--- src/rtl/fetch_redirect_queue.sv ---
// Fetch unit: issues instruction-memory reads under a credit scheme, buffers responses, flushes on redirect.
// Optional same-cycle response bypass to the head when the queue is empty: define FQ_BYPASS_EN.

`ifndef PC_WIDTH
`define PC_WIDTH 32
`endif

// state      | meaning
// RESET_WAIT | one idle cycle after reset; late responses are ignored
// FETCH      | issuing sequential requests while credit is available
// HOLD       | queue plus in-flight request fill the queue; waiting for a dequeue
// REDIRECT   | queue flushed, first request at the redirect target issues here
module fetch_redirect_queue #(
  parameter int                    DEPTH    = 4,
  parameter logic [`PC_WIDTH-1:0]  RESET_PC = '0
) (
  input  logic                  fq_i_clk,
  input  logic                  fq_i_rst_n,
  output logic                  fq_o_imem_req,
  output logic [`PC_WIDTH-1:0]  fq_o_imem_addr,
  input  logic                  fq_i_imem_valid,
  input  logic [31:0]           fq_i_imem_instr,
  input  logic                  fq_i_change_pc,
  input  logic [`PC_WIDTH-1:0]  fq_i_alu_pc,
  input  logic                  fq_i_deq,
  output logic                  fq_o_ce,
  output logic [31:0]           fq_o_instr,
  output logic [`PC_WIDTH-1:0]  fq_o_pc,
  output logic                  fq_o_full,
  output logic                  fq_o_empty
);

  localparam int PCW = `PC_WIDTH;
  localparam int AW  = $clog2(DEPTH);
  localparam logic [AW+1:0] DEPTH_W = (AW+2)'(DEPTH);

  localparam logic [1:0] RESET_WAIT = 2'd0;
  localparam logic [1:0] FETCH      = 2'd1;
  localparam logic [1:0] HOLD       = 2'd2;
  localparam logic [1:0] REDIRECT   = 2'd3;

  logic [1:0]     state, state_next;
  logic [PCW-1:0] fetch_pc;
  logic [PCW-1:0] inflight_pc;
  logic           inflight;
  logic [AW:0]    count;
  logic [AW-1:0]  wr_ptr, rd_ptr;
  logic [31:0]    mem_instr [DEPTH];
  logic [PCW-1:0] mem_pc    [DEPTH];

  logic           credit;
  logic           issue;
  logic           push;
  logic           store;
  logic           deq_fire;
  logic           deq_mem;
  logic           head_valid;
  logic [31:0]    head_instr;
  logic [PCW-1:0] head_pc;
  logic [AW+1:0]  occupancy;

  // Memory latency is exactly one cycle, so at most one request is ever outstanding.
  assign occupancy = {1'b0, count} + {{(AW+1){1'b0}}, inflight};
  assign credit    = occupancy < DEPTH_W;
  assign issue     = !fq_i_change_pc && credit && ((state == FETCH) || (state == REDIRECT));

  // Only a response that matches an outstanding request is accepted; this drops
  // stale data after a redirect or reset without extra bookkeeping.
  assign push      = fq_i_imem_valid && inflight && !fq_i_change_pc;

`ifdef FQ_BYPASS_EN
  logic bypass;
  assign bypass     = push && (count == '0);
  assign head_valid = (count != '0) || bypass;
  assign head_instr = bypass ? fq_i_imem_instr : mem_instr[rd_ptr];
  assign head_pc    = bypass ? inflight_pc : mem_pc[rd_ptr];
  assign deq_fire   = fq_i_deq && head_valid && !fq_i_change_pc;
  assign store      = push && !(bypass && deq_fire);
  assign deq_mem    = deq_fire && !bypass;
`else
  assign head_valid = (count != '0);
  assign head_instr = mem_instr[rd_ptr];
  assign head_pc    = mem_pc[rd_ptr];
  assign deq_fire   = fq_i_deq && head_valid && !fq_i_change_pc;
  assign store      = push;
  assign deq_mem    = deq_fire;
`endif

  assign fq_o_imem_req  = issue;
  assign fq_o_imem_addr = issue ? fetch_pc : '0;
  assign fq_o_ce        = head_valid;
  assign fq_o_instr     = head_valid ? head_instr : '0;
  assign fq_o_pc        = head_valid ? head_pc : '0;
  assign fq_o_full      = (count == DEPTH_W[AW:0]);
  assign fq_o_empty     = (count == '0);

  always_comb begin
    state_next = state;
    if (fq_i_change_pc) begin
      state_next = REDIRECT;
    end else begin
      case (state)
        RESET_WAIT: state_next = FETCH;
        FETCH:      if (!credit) state_next = HOLD;
        HOLD:       if (credit) state_next = FETCH;
        REDIRECT:   state_next = FETCH;
        default:    state_next = RESET_WAIT;
      endcase
    end
  end

  always_ff @(posedge fq_i_clk or negedge fq_i_rst_n) begin
    if (!fq_i_rst_n) begin
      state       <= RESET_WAIT;
      fetch_pc    <= RESET_PC;
      inflight    <= 1'b0;
      inflight_pc <= '0;
      count       <= '0;
      wr_ptr      <= '0;
      rd_ptr      <= '0;
    end else begin
      state <= state_next;
      if (fq_i_change_pc) begin
        fetch_pc <= fq_i_alu_pc;
        inflight <= 1'b0;
        count    <= '0;
        wr_ptr   <= '0;
        rd_ptr   <= '0;
      end else begin
        inflight <= issue;
        if (issue) begin
          fetch_pc    <= fetch_pc + PCW'(4);
          inflight_pc <= fetch_pc;
        end
        if (store)   wr_ptr <= wr_ptr + AW'(1);
        if (deq_mem) rd_ptr <= rd_ptr + AW'(1);
        if (store && !deq_mem)      count <= count + (AW+1)'(1);
        else if (!store && deq_mem) count <= count - (AW+1)'(1);
      end
    end
  end

  always_ff @(posedge fq_i_clk) begin
    if (store) begin
      mem_instr[wr_ptr] <= fq_i_imem_instr;
      mem_pc[wr_ptr]    <= inflight_pc;
    end
  end

endmodule

--- config.mk ---
export PLATFORM = sky130hd
export DESIGN_NAME = fetch_redirect_queue
export DESIGN_NICKNAME = d
export VERILOG_FILES = /design/src/rtl/fetch_redirect_queue.sv
export SDC_FILE = /design/constraint.sdc
export NUM_CORES = 1
export LEC_CHECK = 0
export CORE_ASPECT_RATIO = 0.5
export CORE_MARGIN = 2
export CORE_UTILIZATION = 25
export DETAILED_ROUTE_END_ITERATION = 7
export GPL_ROUTABILITY_DRIVEN = 0
export GPL_TIMING_DRIVEN = 0
export PLACE_DENSITY_LB_ADDON = 0.2
export SLEW_MARGIN = 10
export SYNTH_ARGS = -nofsm -noshare
export SYNTH_HDL_FRONTEND = slang
export SYNTH_SLANG_ARGS = --single-unit
--- constraint.sdc ---
create_clock -name fq_i_clk -period 2.95 [get_ports fq_i_clk]
set_input_delay 0.295 -clock fq_i_clk [delete_from_list [all_inputs] [get_ports fq_i_clk]]
set_output_delay 0.295 -clock fq_i_clk [all_outputs]
set_load 0.03 [all_outputs]
# Word level (Yosys, flattened, before mapping)

Memories as Yosys holds them, arrays and structs flattened.
Index checks and enable logic that the tools add are counted.

Register bits: 74
Bits in writable memories: 256
Input bits: 69
Output and inout bits: 100
Word-level logic and storage cells: 64
Memories kept: 2

Add/sub/neg operators: 6
$lt $le $gt $ge: 1
Equality and inequality tests: 6
Multiplexer cells: 19
Bitwise operators: 1
Reductions and logical operators: 22

Memory list:

| memory    | words | width | rd ports | clocked after Yosys merged registers in | write ports | RTL line | text |
|---|---|---|---|---|---|---|---|
| mem_instr | 4     | 32    | 1        | 0                                       | 1           | 48       | `logic [31:0] mem_instr [DEPTH];` |
| mem_pc    | 4     | 32    | 1        | 0                                       | 1           | 49       | `logic [PCW-1:0] mem_pc [DEPTH];` |

Operator list:

| kind                  | number |
|---|---|
| $mux 32               | 5 |
| $add 32x3->32 const B | 1 |
| $mux 2                | 7 |
| $mux 3                | 3 |
| $logic_and 1x1->1     | 8 |
| $ne 3x3->1 const B    | 2 |
| $pmux 2 s3            | 1 |
| $reduce_bool 2->1     | 3 |
| $reduce_bool 3->1     | 2 |
| $add 2x1->2 const B   | 2 |
| $add 3x1->4           | 1 |
| $eq 2x2->1 const B    | 2 |
| $lt 4x3->1 const B    | 1 |
| $reduce_and 2->1      | 2 |
| $add 3x1->3 const B   | 1 |
| $eq 3x3->1 const B    | 1 |
| $logic_not 1->1       | 3 |
| $logic_not 3->1       | 1 |
| $mux 1                | 3 |
| $sub 3x1->3 const B   | 1 |
| $eq 2x1->1 const B    | 1 |
| $logic_not 2->1       | 1 |
| $reduce_or 2->1       | 1 |
| $logic_or 1x1->1      | 1 |
| $not 1->1             | 1 |

# Depth between registers and ports, before layout

Gate-level depths: netlist (run 1).

Word-level depth: 7
Depth in mapped cells: 8
Depth with buffers taken out: 7

# Least setup slack after synthesis (run 1)

OpenSTA, ideal clock, no wires.

Path type: input to register
From: input port fq_i_change_pc
To: memory mem_instr[0][0] (enable)
Library setup time: 0.429 ns
Arrival: 2.375 ns
Data required time: 2.521 ns
Slack: 0.146 ns
Cell stages on the path: 4
Buffers on the path: 2
Cell sequence: clkbuf_1 clkbuf_1 nor2_1 and2_1

Cells in the longest elaborated chain, start to end: 4

RTL lines:

| what                         | RTL line | text |
|---|---|---|
| start, declared              | 23       | `input logic fq_i_change_pc,` |
| $logic_not 1->1              | 69       | `assign push = fq_i_imem_valid && inflight && !fq_i_change_pc;` |
| $logic_and 1x1->1            | 69       |  |
| $mux 1                       | 144      | `if (store) begin` |
| $mux 1 (implied by the code) | 145      | `mem_instr[wr_ptr] <= fq_i_imem_instr;` |
| end, declared                | 48       |  |

Every way passes these cells.

# Final worst setup path (run 1)

From: register count[1]
To: output port fq_o_instr[0]

Cells in the longest elaborated chain, start to end: 2

RTL lines:

| what                   | RTL line | text |
|---|---|---|
| start, declared        | 46       | `logic [AW:0] count;` |
| start signal, assigned | 137      | `if (store && !deq_mem) count <= count + (AW+1)'(1);` |
| start signal, assigned | 138      | `else if (!store && deq_mem) count <= count - (AW+1)'(1);` |
| $reduce_bool 3->1      | 81       | `assign head_valid = (count != '0);` |
| $mux 32                | 92       | `assign fq_o_instr = head_valid ? head_instr : '0;` |
| end, declared          | 27       | `output logic [31:0] fq_o_instr,` |

Every way passes these cells.

==> results of run 1 <==
## placed cells by master, fill, tap and decap left out, types with 8 or more instances in the layout
master           count
edfxtp_1           256
clkdlybuf4s50_1     91
and2_1              90
dfrtp_1             74
mux4_2              64
dlygate4sd2_1       43
clkbuf_16           36
nand2_1             33
mux2_2              30
nand3_1             26
clkbuf_2            25
nor2_1              23
clkbuf_1            18
o21ai_0             17
inv_1               12
or4_1               11
a31oi_1             11
clkdlybuf4s15_2     10
nor3_1               9
xor2_1               9
nand4_1              9
nor4_1               8
## what timing repair did
| item | CTS | global route |
|---|---|---|
| hold buffers | 1 | 0 |
| gates cloned | 0 | 0 |
| endpoints found under the hold margin | 34 | 0 |
| resized for setup | 147 | 43 |
| endpoints found under the setup margin | 99 | 53 |
## registers in the layout, summed over array words and instances, names as in the netlist
signal,flops
mem_instr,128
mem_pc,128
wr_ptr,2
rd_ptr,2
inflight,1
count,3
inflight_pc,32
fetch_pc,32
state,2
## metrics by stage
step,cells,power (W)
finish,1753,0.01627
global route,1753,0.01705
CTS,1753,0.01654
detailed placement,1688,0.01225
global placement,1683,0.01216
floorplan,802,0.009689
## cells by family after synthesis
logic type,count (synthesis),share of synthesized area (%)
mux,95,13.21
simple gates,241,10.11
compound gates,60,3.067
fa+ha+maj,6,0.6096
flops,330,70.42
buf+inv,56,1.672
xor+xnor,14,0.9052
## cell type report
type / count / area, um^2
plain buffers: 44 / 282.8
clock buffers: 48 / 985.9
fillers: 5288 / 36170
repair buffers: 174 / 1703
multi-input cells: 416 / 3811
flip-flops and latches: 330 / 9539
inverters: 12 / 45.04
clock inverters: 16 / 170.2
well taps: 713 / 892.1
## critical path: cells and delay by family, from the launching register on
family	cells	cell delay, ns
DFF	1	0.46
and+or+nand+nor	2	0.69
buffers and inverters	2	0.88
## worst max path at each step
stage                     cells after the start  slack, ns            from                 end
after global placement                        5      -2.71  fq_i_change_pc        mem_pc[0][4]
after global routing                          7      -0.02        count[0]   fq_o_imem_addr[5]
after CTS                                     7      0.001        count[0]   fq_o_imem_addr[9]
final                                         4       0.10        count[1]       fq_o_instr[0]
after floorplan                               4       0.15  fq_i_change_pc     mem_instr[0][0]
after detailed placement                      6      -0.80  fq_i_change_pc  fq_o_imem_addr[31]
## where the power goes
part	internal [W]	switching (W)
logic	0.00235	0.00331
registers	0.00571	0.000460
clock network	0.00262	0.00183
## per-layer routing
| layer | track usage, % | wire [um] | part of all wire [%] | vias up |
|---|---|---|---|---|
| li1 | - | - | - | 3575 |
| met1 | 14.81 | 14120 | 40 | 4153 |
| met2 | 23.49 | 19050 | 54 | 109 |
| met3 | 1.948 | 1204 | 3.4 | 48 |
| met4 | 3.620 | 798 | 2.3 | 0 |
| met5 | 0 | 0 | 0 | - |
==> summary.txt, run 1 <==
STA
  • Min Tclk post-route: 2.848 ns
  • Setup TNS: 0 ns
  • Slew HR: 25.70%
  • Final hold viol count: 0
  • Worst Skew: 0.01091 ns
  • Hold slack: 0.2679 ns
  • Worst Max-Slew Pin Slew: 1.104 ns
  • Final Slew Violations: 0
  • Setup WS post-layout: 0.1017 ns
  • Fin crit share: 96.55%
  • Finish-stage setup viols: 0
  • Fmax: 351.1 MHz

Clocking
  • Clock-pin slew on the worst setup and hold paths: 0.06 ns
  • H-tree levels: 2
  • Post-CTS Setup Repair Bufs: 0
  • CTS root buf: clkbuf_16
  • Clock sinks: 330
  • Clock Path Buffers: 3
  • CTS tree: done
  • Worst-skew pair later-pin latency: 0.53 ns
  • CTS Buf Count: 35

Drt
  • Vias per cell: 4.498
  • 1st-iter DRT viols: 405
  • Antenna viol nets, final: 0
  • Via count: 7,885
  • Wire length per cell: 20.06 um
  • WL final: 35,170 um
  • Pre-antenna DRT Iters: 5
  • DRC errors left: 0

Synth
  • Most common cell in the netlist: edfxtp_1
  • Cells after synthesis: 802
  • Ys Warns: 0
  • Post-synthesis cell area: 13,550 um^2
  • Area contributors post-synth: edfxtp_1, dfrtp_1, mux4_2
  • Top-area cell type share of the netlist area: 56.75%
  • Sequential element share of the synthesized area: 70.42%
  • Post-synth top area cell: edfxtp_1
  • Syn nets: 877
  • Post-synth cell types: 45
  • Post-synth top cells: edfxtp_1, and2_1, dfrtp_1
  • Number of synthesized register bits: 330
  • Dominant register cell in the synthesized netlist: edfxtp_1
  • Post-synth EDFFs: 256
  • Asr flop ratio synth: 22.42%
  • Mean Syn Cell Area: 16.89 um^2

Worst setup path
  • Worst r2r path cells: 6
  • Reg2Reg Capture Point: fetch_pc[25]
  • Reg-to-Reg Start: inflight
  • Cell-by-cell trace of the critical path: or3_4, clkbuf_4, and2_1, clkdlybuf4s50_1
  • Critical Path Sink Type: output port
  • CP peak stage delay: 0.61 ns
  • Startpoint Class: flop
  • Reg2Reg Setup Slack: 0.60 ns
  • Crit Path Max Fanout: 10
  • Setup Crit Path Kind: reg -> out
  • CP required: 2.65 ns
  • Worst Path Arrival: 2.55 ns
  • Crit-path slowest cell: clkdlybuf4s50_1

Floorplanning
  • Initial core utilization: 25.27%
  • Core area: 53,600 um^2
  • Die area: 56,170 um^2
  • Die Y: 168.6 um
  • Row count: 60
  • Die span in x: 333.2 um
  • Top-Level Pins: 169

Placed design
  • Port Buffers: 168
  • Placement Setup Slack: -0.8021 ns
  • Detail Placement HPWL: 23,490 um
  • DP Area: 16,250 um^2

GRT
  • Initial antenna violation count: 0
  • GRT Total Usage: 12.51%
  • Number of global-route vias before repair: 8,529
  • Grt ovf: 0
  • Pin count of the biggest net entering global routing: 41
  • First-pass GRT wire length: 52,910 um

Final layout
  • Cell area after layout: 17,430 um^2
  • Layout cells sized above 1: 21.15%
  • Area growth syn-to-layout: 28.67%
  • Diode count: 0
  • Layout Nets: 1,088
  • Core Util, Final: 32.52%

Power
  • Peak supply drop: 0.3088 mV
  • Pwr Density: 933.5 nW/um^2
  • Pleak: 6.004 nW

Min path
  • Hold Path Class: in -> async

Run status
  • Status: finished, final reports clean

Run
  • MaxCap Viol Count: 0
Note: power is estimated with default switching activity, not from simulation.
==> run 2, diff against run 1 <==
--- a/config.mk
+++ b/config.mk
@@ -6,7 +6,6 @@
 export NUM_CORES = 1
 export LEC_CHECK = 0
 export CORE_ASPECT_RATIO = 0.5
-export CORE_MARGIN = 2
 export CORE_UTILIZATION = 25
 export DETAILED_ROUTE_END_ITERATION = 7
 export GPL_ROUTABILITY_DRIVEN = 0
==> summary.txt, run 2 (same netlist as run 1, synthesis figures left out) <==
GRT
  • Grt ovf: 0
  • Global Route met1 Usage: 14.76%
  • Met2 GRT Util: 23.32%
  • GRT Total Usage: 12.63%
  • Pin count of the biggest net entering global routing: 40
  • Initial antenna violation count: 0
  • GR peak layer: met2
  • First-pass GRT wire length: 52,080 um
  • Number of global-route vias before repair: 8,466
  • Met3 usage: 2.156%

Clocking
  • Clock Path Buffers: 3
  • CTS tree: done
  • CTS Buf Count: 36
  • Worst-skew pair later-pin latency: 0.52 ns
  • Clock-pin slew on the worst setup and hold paths: 0.07 ns
  • Clock sinks: 330
  • H-tree levels: 2
  • CTS root buf: clkbuf_16

Final layout
  • Layout Nets: 1,089
  • Commonest non-fill, non-tap cell in the layout: edfxtp_1
  • Fillers: 5,153
  • Most frequent cells in the layout: edfxtp_1, and2_1, clkdlybuf4s50_1
  • Top Registers: mem_instr (128), mem_pc (128)
  • Cell Count, Final, Fillers Out: 1,739
  • Sequential cell area: 9540 um^2
  • Cell area after layout: 17,430 um^2
  • Diode count: 0
  • Footprint of the multi-input gates: 3811 um^2
  • Layout cells sized above 1: 20.62%
  • Area growth syn-to-layout: 28.65%

STA
  • Final hold viol count: 0
  • Slew HR: 20.92%
  • RSZ-0062 raised after global routing: no
  • Final Slew Violations: 0
  • Worst Skew: 0.01716 ns
  • Fmax: 351.0 MHz
  • Fin crit share: 96.56%
  • Worst Max-Slew Pin Slew: 1.175 ns
  • Finish-stage setup viols: 0
  • Min Tclk post-route: 2.849 ns

Worst setup path
  • CP peak stage delay: 0.63 ns
  • Reg2Reg Capture Point: fetch_pc[27]
  • Crit Path Max Fanout: 10
  • Worst path buffer plus inverter count: 2
  • Setup Crit Path Kind: reg -> out
  • WP depth: 4
  • Crit-path slowest cell: clkdlybuf4s50_1
  • Reg-to-Reg Start: fetch_pc[13]
  • Cell-by-cell trace of the critical path: or3_4, clkbuf_4, and2_1, clkdlybuf4s50_1
  • Worst Path Arrival: 2.55 ns
  • Worst r2r path cells: 4
  • CP top delay family: buffers and inverters
  • Critical Path Sink Type: output port
  • Crit path capture: fq_o_instr[2]
  • Startpoint Class: flop
  • Worst Setup SP: count[0]
  • CP required: 2.65 ns
  • Reg2Reg Setup Slack: 0.54 ns

Drt
  • Wire length per cell: 19.83 um
  • 1st-iter DRT viols: 362
  • Vias per cell: 4.457
  • Antenna viol nets, final: 0
  • DRC errors left: 0
  • WL final: 34,480 um
  • Pre-antenna DRT Iters: 5
  • Via count: 7,751

Floorplanning
  • Die area: 55,170 um^2
  • Row count: 59
  • Core area: 52,710 um^2
  • Die Y: 166.6 um
  • Initial core utilization: 25.70%
  • Top-Level Pins: 169
  • Die span in x: 331.2 um

Run status
  • Status: finished, final reports clean

Min path
  • Hold Path Class: in -> async

Power
  • Pwr Density: 916.0 nW/um^2
  • Power after layout: 0.01596 W
  • Peak supply drop: 0.3580 mV
  • Pleak: 6.015 nW

Run
  • MaxCap Viol Count: 0

Placed design
  • Detail Placement HPWL: 23,280 um
  • Placed instance count: 1,676
  • DP Area: 16,240 um^2
  • Port Buffers: 168
[run 2: worst register-to-register path, delay by kind of cell (launching register included)]
kind	cells	cell delay, ns
compound gates	1	0.24
flops	1	0.50
simple gates	3	1.57
[run 2: how the worst min path moves through the flow]
| stage | start | end | slack, ns |
|---|---|---|---|
| floorplan | fq_i_rst_n | count[0] | -0.0006 |
| global placement | fetch_pc[0] | fetch_pc[0] | 0.47 |
| detailed placement | fq_i_rst_n | inflight_pc[24] | 0.31 |
| CTS | fq_i_rst_n | inflight_pc[24] | 0.29 |
| global route | fq_i_rst_n | inflight_pc[24] | 0.34 |
| finish | fq_i_rst_n | inflight_pc[24] | 0.28 |
[run 2: report_power, final]
group | switching [W] | internal [W] | total (W)
Combinational | 0.00328 | 0.00236 | 0.00564
Sequential | 0.000470 | 0.00571 | 0.00618
Clock | 0.00174 | 0.00240 | 0.00414
Total | 0.00549 | 0.0105 | 0.0160
[run 2: layout make-up]
cell class / instances / area share [%]
inverter: 12 / 0.2585
clock inverter: 9 / 0.2298
buffer: 44 / 1.572
tap: 701 / 5.033
timing repair buffer: 174 / 10.40
clock buffer: 53 / 5.887
sequential: 330 / 54.75
multi-input combinational: 416 / 21.87
[run 2: repair_timing]
item / CTS / global route
resized for setup: 169 / 13
buffers inserted: 0 / 0
pin swaps: 0 / 1
hold endpoints to repair: 35 / 0
hold buffers: 1 / 0
setup endpoints to repair: 99 / 25
[run 2: per-stage QoR]
step / utilization [%] / setup TNS (ns) / setup slack (ns) / hold WS [ns]
5_1_grt: 33.06 / 0 / 0.008746 / 0.3380
2_1_floorplan: - / 0 / 0.1458 / -0.0005911
3_3_place_gp: 30.55 / -753.28 / -2.531 / 0.4715
6_report: 33.06 / 0 / 0.1013 / 0.2841
3_5_place_dp: 30.81 / -74.10 / -0.6960 / 0.3055
4_1_cts: 32.99 / -0.002427 / -0.002427 / 0.2850
[run 2: per-layer routing]
layer	routed length [um]	up-vias
li1	-	3554
met5	0	-
met3	1136	58
met2	18420	122
met4	857	0
met1	14070	4017
